===== src/rtl/serial_subtractor.sv =====
// -----------------------------------------------------------------------------
// serial_subtractor
//
// Bit-serial unsigned subtractor. One subtraction takes WIDTH cycles in RUN,
// handling one bit per cycle LSB first, followed by a single DONE cycle that
// carries the done pulse. The result registers (diff, borrow and optionally
// ovf) change only on entry to DONE and otherwise hold the last result.
//
// Optional feature macro: SERSUB_OVF_EN
//   defined   -> an ovf output reports signed overflow of a - b
//   undefined -> no ovf port and no operand-MSB capture logic
//
// Ports
//   clk     in   1      single clock, rising edge
//   rst_n   in   1      synchronous active-low reset
//   start   in   1      begin a subtraction; honoured only in IDLE
//   a       in   WIDTH  minuend, captured on the accepted start edge
//   b       in   WIDTH  subtrahend, captured on the accepted start edge
//   busy    out  1      high in RUN and DONE
//   done    out  1      one-cycle pulse, new result valid
//   diff    out  WIDTH  (a - b) mod 2^WIDTH of the last completed operation
//   borrow  out  1      final borrow (unsigned a < b) of the last operation
//   ovf     out  1      signed overflow of the last operation (macro only)
//
// Handshake: start is a level request. An operation is accepted on a rising
// edge where rst_n=1, the FSM is in IDLE (busy=0) and start=1. start seen in
// RUN or DONE is dropped, not queued. Each accepted operation yields exactly
// one done pulse WIDTH edges after acceptance, unless reset aborts it.
// -----------------------------------------------------------------------------
module serial_subtractor #(
  parameter int WIDTH = 8
) (
  input  logic             clk,
  input  logic             rst_n,
  input  logic             start,
  input  logic [WIDTH-1:0] a,
  input  logic [WIDTH-1:0] b,
  output logic             busy,
  output logic             done,
  output logic [WIDTH-1:0] diff,
  output logic             borrow
`ifdef SERSUB_OVF_EN
  ,
  output logic             ovf
`endif
);

  localparam int CW = (WIDTH > 1) ? $clog2(WIDTH) : 1;
  localparam logic [CW-1:0] LAST_BIT = CW'(WIDTH - 1);

  typedef enum logic [1:0] {
    IDLE = 2'd0,
    RUN  = 2'd1,
    DONE = 2'd2
  } state_t;

  state_t           state_q,  state_d;
  logic [WIDTH-1:0] a_sh_q,   a_sh_d;
  logic [WIDTH-1:0] b_sh_q,   b_sh_d;
  logic [WIDTH-1:0] res_q,    res_d;
  logic             bw_q,     bw_d;
  logic [CW-1:0]    cnt_q,    cnt_d;
  logic [WIDTH-1:0] diff_q,   diff_d;
  logic             borrow_q, borrow_d;

`ifdef SERSUB_OVF_EN
  // The shift registers lose the operand MSBs during the run, so the sign
  // bits are kept separately for the overflow decision.
  logic             a_msb_q,  a_msb_d;
  logic             b_msb_q,  b_msb_d;
  logic             ovf_q,    ovf_d;
`endif

  // Per-bit subtract terms for the current LSB of the working operands.
  logic             a0;
  logic             b0;
  logic             bit_d;
  logic             bw_nxt;
  logic [WIDTH-1:0] res_shift;

  always_comb begin
    a0        = a_sh_q[0];
    b0        = b_sh_q[0];
    bit_d     = a0 ^ b0 ^ bw_q;
    bw_nxt    = (~a0 & b0) | (~(a0 ^ b0) & bw_q);
    // New bit enters at the MSB end; after WIDTH shifts the first bit
    // processed sits at bit 0.
    res_shift = (res_q >> 1) | {bit_d, {(WIDTH-1){1'b0}}};
  end

  always_comb begin
    state_d  = state_q;
    a_sh_d   = a_sh_q;
    b_sh_d   = b_sh_q;
    res_d    = res_q;
    bw_d     = bw_q;
    cnt_d    = cnt_q;
    diff_d   = diff_q;
    borrow_d = borrow_q;
`ifdef SERSUB_OVF_EN
    a_msb_d  = a_msb_q;
    b_msb_d  = b_msb_q;
    ovf_d    = ovf_q;
`endif

    case (state_q)
      IDLE: begin
        if (start) begin
          a_sh_d  = a;
          b_sh_d  = b;
          res_d   = '0;
          bw_d    = 1'b0;
          cnt_d   = '0;
`ifdef SERSUB_OVF_EN
          a_msb_d = a[WIDTH-1];
          b_msb_d = b[WIDTH-1];
`endif
          state_d = RUN;
        end
      end

      RUN: begin
        res_d  = res_shift;
        a_sh_d = a_sh_q >> 1;
        b_sh_d = b_sh_q >> 1;
        bw_d   = bw_nxt;
        cnt_d  = cnt_q + CW'(1);
        if (cnt_q == LAST_BIT) begin
          // Publish on the same edge that enters DONE, using the final bit
          // and borrow produced this cycle.
          diff_d   = res_shift;
          borrow_d = bw_nxt;
`ifdef SERSUB_OVF_EN
          ovf_d    = (a_msb_q != b_msb_q) && (res_shift[WIDTH-1] != a_msb_q);
`endif
          state_d  = DONE;
        end
      end

      DONE: begin
        state_d = IDLE;
      end

      default: begin
        state_d = IDLE;
      end
    endcase
  end

  always_ff @(posedge clk) begin
    if (!rst_n) begin
      state_q  <= IDLE;
      a_sh_q   <= '0;
      b_sh_q   <= '0;
      res_q    <= '0;
      bw_q     <= 1'b0;
      cnt_q    <= '0;
      diff_q   <= '0;
      borrow_q <= 1'b0;
`ifdef SERSUB_OVF_EN
      a_msb_q  <= 1'b0;
      b_msb_q  <= 1'b0;
      ovf_q    <= 1'b0;
`endif
    end else begin
      state_q  <= state_d;
      a_sh_q   <= a_sh_d;
      b_sh_q   <= b_sh_d;
      res_q    <= res_d;
      bw_q     <= bw_d;
      cnt_q    <= cnt_d;
      diff_q   <= diff_d;
      borrow_q <= borrow_d;
`ifdef SERSUB_OVF_EN
      a_msb_q  <= a_msb_d;
      b_msb_q  <= b_msb_d;
      ovf_q    <= ovf_d;
`endif
    end
  end

  assign busy   = (state_q != IDLE);
  assign done   = (state_q == DONE);
  assign diff   = diff_q;
  assign borrow = borrow_q;
`ifdef SERSUB_OVF_EN
  assign ovf    = ovf_q;
`endif

endmodule

===== config.mk =====
export PLATFORM = sky130hd
export DESIGN_NAME = serial_subtractor
export DESIGN_NICKNAME = d
export VERILOG_FILES = /design/src/rtl/serial_subtractor.sv
export SDC_FILE = /design/constraint.sdc
export NUM_CORES = 1
export LEC_CHECK = 0
export BUFFER_PORTS_ARGS = -buffer_cell sky130_fd_sc_hd__buf_2
export CORE_MARGIN = 4
export CORE_UTILIZATION = 35
export DETAILED_ROUTE_END_ITERATION = 6
export PLACE_DENSITY_LB_ADDON = 0.12
export SLEW_MARGIN = 5
export SYNTH_ARGS = -nofsm -noshare
export SYNTH_HDL_FRONTEND = slang
export SYNTH_SLANG_ARGS = --single-unit

===== constraint.sdc =====
create_clock -name clk -period 3.8 [get_ports clk]
set_clock_uncertainty 0.05 [all_clocks]
set_input_delay 0.38 -clock clk [delete_from_list [all_inputs] [get_ports clk]]
set_output_delay 0.38 -clock clk [all_outputs]
set_load 0.1 [all_outputs]

==> flow_summary_export.csv <==
group,metric,value,unit
cts,clk_latency,0.28,ns
cts,clk_pin_slew,0.07,ns
worst_setup_path,setup.worst_path.start_class,"register",
floorplanning,dieArea,0.00542,sq mm
worst_setup_path,worst-path-max-fanout,16,
global_routing,grt_pass1_vias,1236,
global_routing,grtUsageTotal,13.0,%
route,top_layer,"met4",
cells_and_area,drive_above_1_share,21.5,%
synthesis,netlist-cell-type-count,29,
route,dr.pass1.iters,4,
cts,root_buffer,"clkbuf_8",
sta,slew_viol_final,0,
pwr,powerDensity,482,mW/mm^2
synthesis,yosysWarnings,0,
placed_design,numPortBuffers,29,
global_routing,grt_max_degree,37,
synthesis,synthArstFlopShare,0,%
sta,final-setup-viol-count,0,
route,wire_per_inst,13.3,um
worst_setup_path,crit_type,"reg2out",
floorplanning,pin_count,30,
cts,ctsResizeCount,0,
cts,htreeDepth,2,
route,wl_met3,193,um
cts,cts_sinks,38,
sta,worst_slew_pin_slew,1.02,ns
sta,fin_tns_setup,0,ns
pwr,p_leak,0.690,nW
synthesis,syn_inst,164,
floorplanning,start_util,36.9,%
cts,cts_hold_buffers,0,
route,routed_wl,3.14,mm
sta,relSlewSlack,32.0,%
min_path,hold_path.class,"in2reg",
synthesis,yosysSeqAreaShare,50.5,%
route,vias,1215,
route,drc_errors,0,
synthesis,avgSynthCellArea,9.19,sq um
sta,finalCritPeriodShare,61.0,%
cells_and_area,fillCellCount,433,
worst_setup_path,critPathCaptureType,"primary output",
synthesis,synth_edf_count,0,
placed_design,dp_hpwl,2.07,mm
global_routing,antenna_found_initial,0,
global_routing,grt_remaining_overflow,0,
sta,hold_slack,0.330,ns
route,wl_met1,1.46,mm
route,wl_met2,1.46,mm
route,initialDrtViolationCount,90,
worst_setup_path,critPathRequiredTime,3.37,ns
placed_design,place_congestion,0.672,
sta,rsz0062_at_grt,"no",
worst_setup_path,critPathArrivalTime,1.89,ns
floorplanning,rows,23,
synthesis,ys.flop_type,"dfxtp_1",
synthesis,synth_nets,186,
synthesis,synth_area,0.00151,sq mm
run_status,status,"finished, final reports clean",
synthesis,ys_seq_elements,38,
cells_and_area,final_cell_mix,"38 x dfxtp_1, 29 x buf_2, 16 x o21ai_1",
cts,post-cts-setup-buffers,0,
global_routing,grt_pass1_wl,5.49,mm
floorplanning,die_h,73.6,um
run,maxCapViolCount,0,
cells_and_area,nets,208,
cells_and_area,n_antenna_cell,0,
cts,cts_buffers,5,
sta,max_clock_freq,432,MHz
route,detail-route-antenna-nets,0,
pwr,worst_ir_drop_vdd,0.000201,V
route,vias_per_cell,5.15,
sta,finalHoldViolations,0,
cells_and_area,area_growth,16.2,%
floorplanning,core_area,0.00409,sq mm
cts,cts_tree,"done",
floorplanning,die_w,73.6,um
cells_and_area,final_common_cell,"dfxtp_1",
cts,clk_path_buf_depth,2,
worst_setup_path,r2r_slack,1.77,ns
sta,period_needed,2.32,ns
through the flow:
| stage | total power [mW] | cells | setup WS (ns) | instance area [sq um] | util (%) |
|---|---|---|---|---|---|
| after floorplan | 0.495 | 164 | 1.53 | 1510 | - |
| after global routing | 0.889 | 236 | 1.36 | 1750 | 42.8 |
| final | 0.843 | 236 | 1.48 | 1750 | 42.8 |
| after CTS | 0.861 | 236 | 1.46 | 1750 | 42.8 |
| after detailed placement | 0.514 | 229 | 1.77 | 1640 | 40.1 |
| after global placement | 0.512 | 229 | 1.80 | 1640 | 40.1 |
cells in the mapped netlist, types with 4 or more instances:
cell type	n	area share [%]
nor3b_1	5	2.5
nand2_1	13	3.2
buf_2	7	2.3
nor2_1	12	3.0
o22ai_1	9	3.7
inv_1	4	1.0
nand3_1	9	3.0
dfxtp_1	38	50
o32ai_1	7	4.1
nor3_1	10	3.3
o21ai_0	7	2.3
o21ai_1	16	5.3
worst max-delay path: stages, from the launching register on:
cell and delay, ns:
dfxtp_1 0.62, or2_1 0.46, buf_2 0.52
routing by layer:
layer / track usage [%] / vias up
met3: 4.24 / 2
met4: 4.83 / 0
met2: 20.5 / 28
met5: 0 / -
li1: - / 629
met1: 16.4 / 556
flip-flops by register name, summed over array words and instances, names as in the netlist:
| signal | count |
|---|---|
| cnt_q | 3 |
| a_sh_q | 8 |
| borrow | 1 |
| b_sh_q | 8 |
| res_q | 7 |
| bw_q | 1 |
| diff | 8 |
| state_q | 2 |
cells by family after synthesis:
family          after synthesis  share of synthesized area (%)
mux                           3                           2.08
fa+ha+maj                     3                           2.99
compound gates               46                           19.9
buf+inv                      18                           6.06
flops                        38                           50.5
simple gates                 56                           18.5
final timing paths:
check,start,end,cells past startpoint
max reg2reg,state_q[0]$_SDFFE_PN0P_,cnt_q[0]$_SDFFE_PN0P_,3
min,b[5],b_sh_q[5]$_SDFFE_PN0P_,3
min reg2reg,diff[3]$_SDFFE_PN0P_,diff[3]$_SDFFE_PN0P_,2
max,state_q[0]$_SDFFE_PN0P_,busy,2
power by group:
part	internal (mW)	leakage, nW	switching (mW)	total (mW)
clock	0.210	0.0573	0.129	0.339
combinational	0.0304	0.322	0.0469	0.0772
sequential	0.416	0.311	0.0116	0.428
cell type report:
| type | count | area (sq um) | area share, % |
|---|---|---|---|
| well taps | 50 | 62.6 | 3.57 |
| flip-flops and latches | 38 | 761 | 43.5 |
| clock inverters | 1 | 30.0 | 1.72 |
| multi-input cells | 108 | 654 | 37.4 |
| repair buffers | 29 | 145 | 8.29 |
| inverters | 4 | 15.0 | 0.858 |
| clock buffers | 6 | 82.6 | 4.72 |
Note: power is estimated with default switching activity, not from simulation.
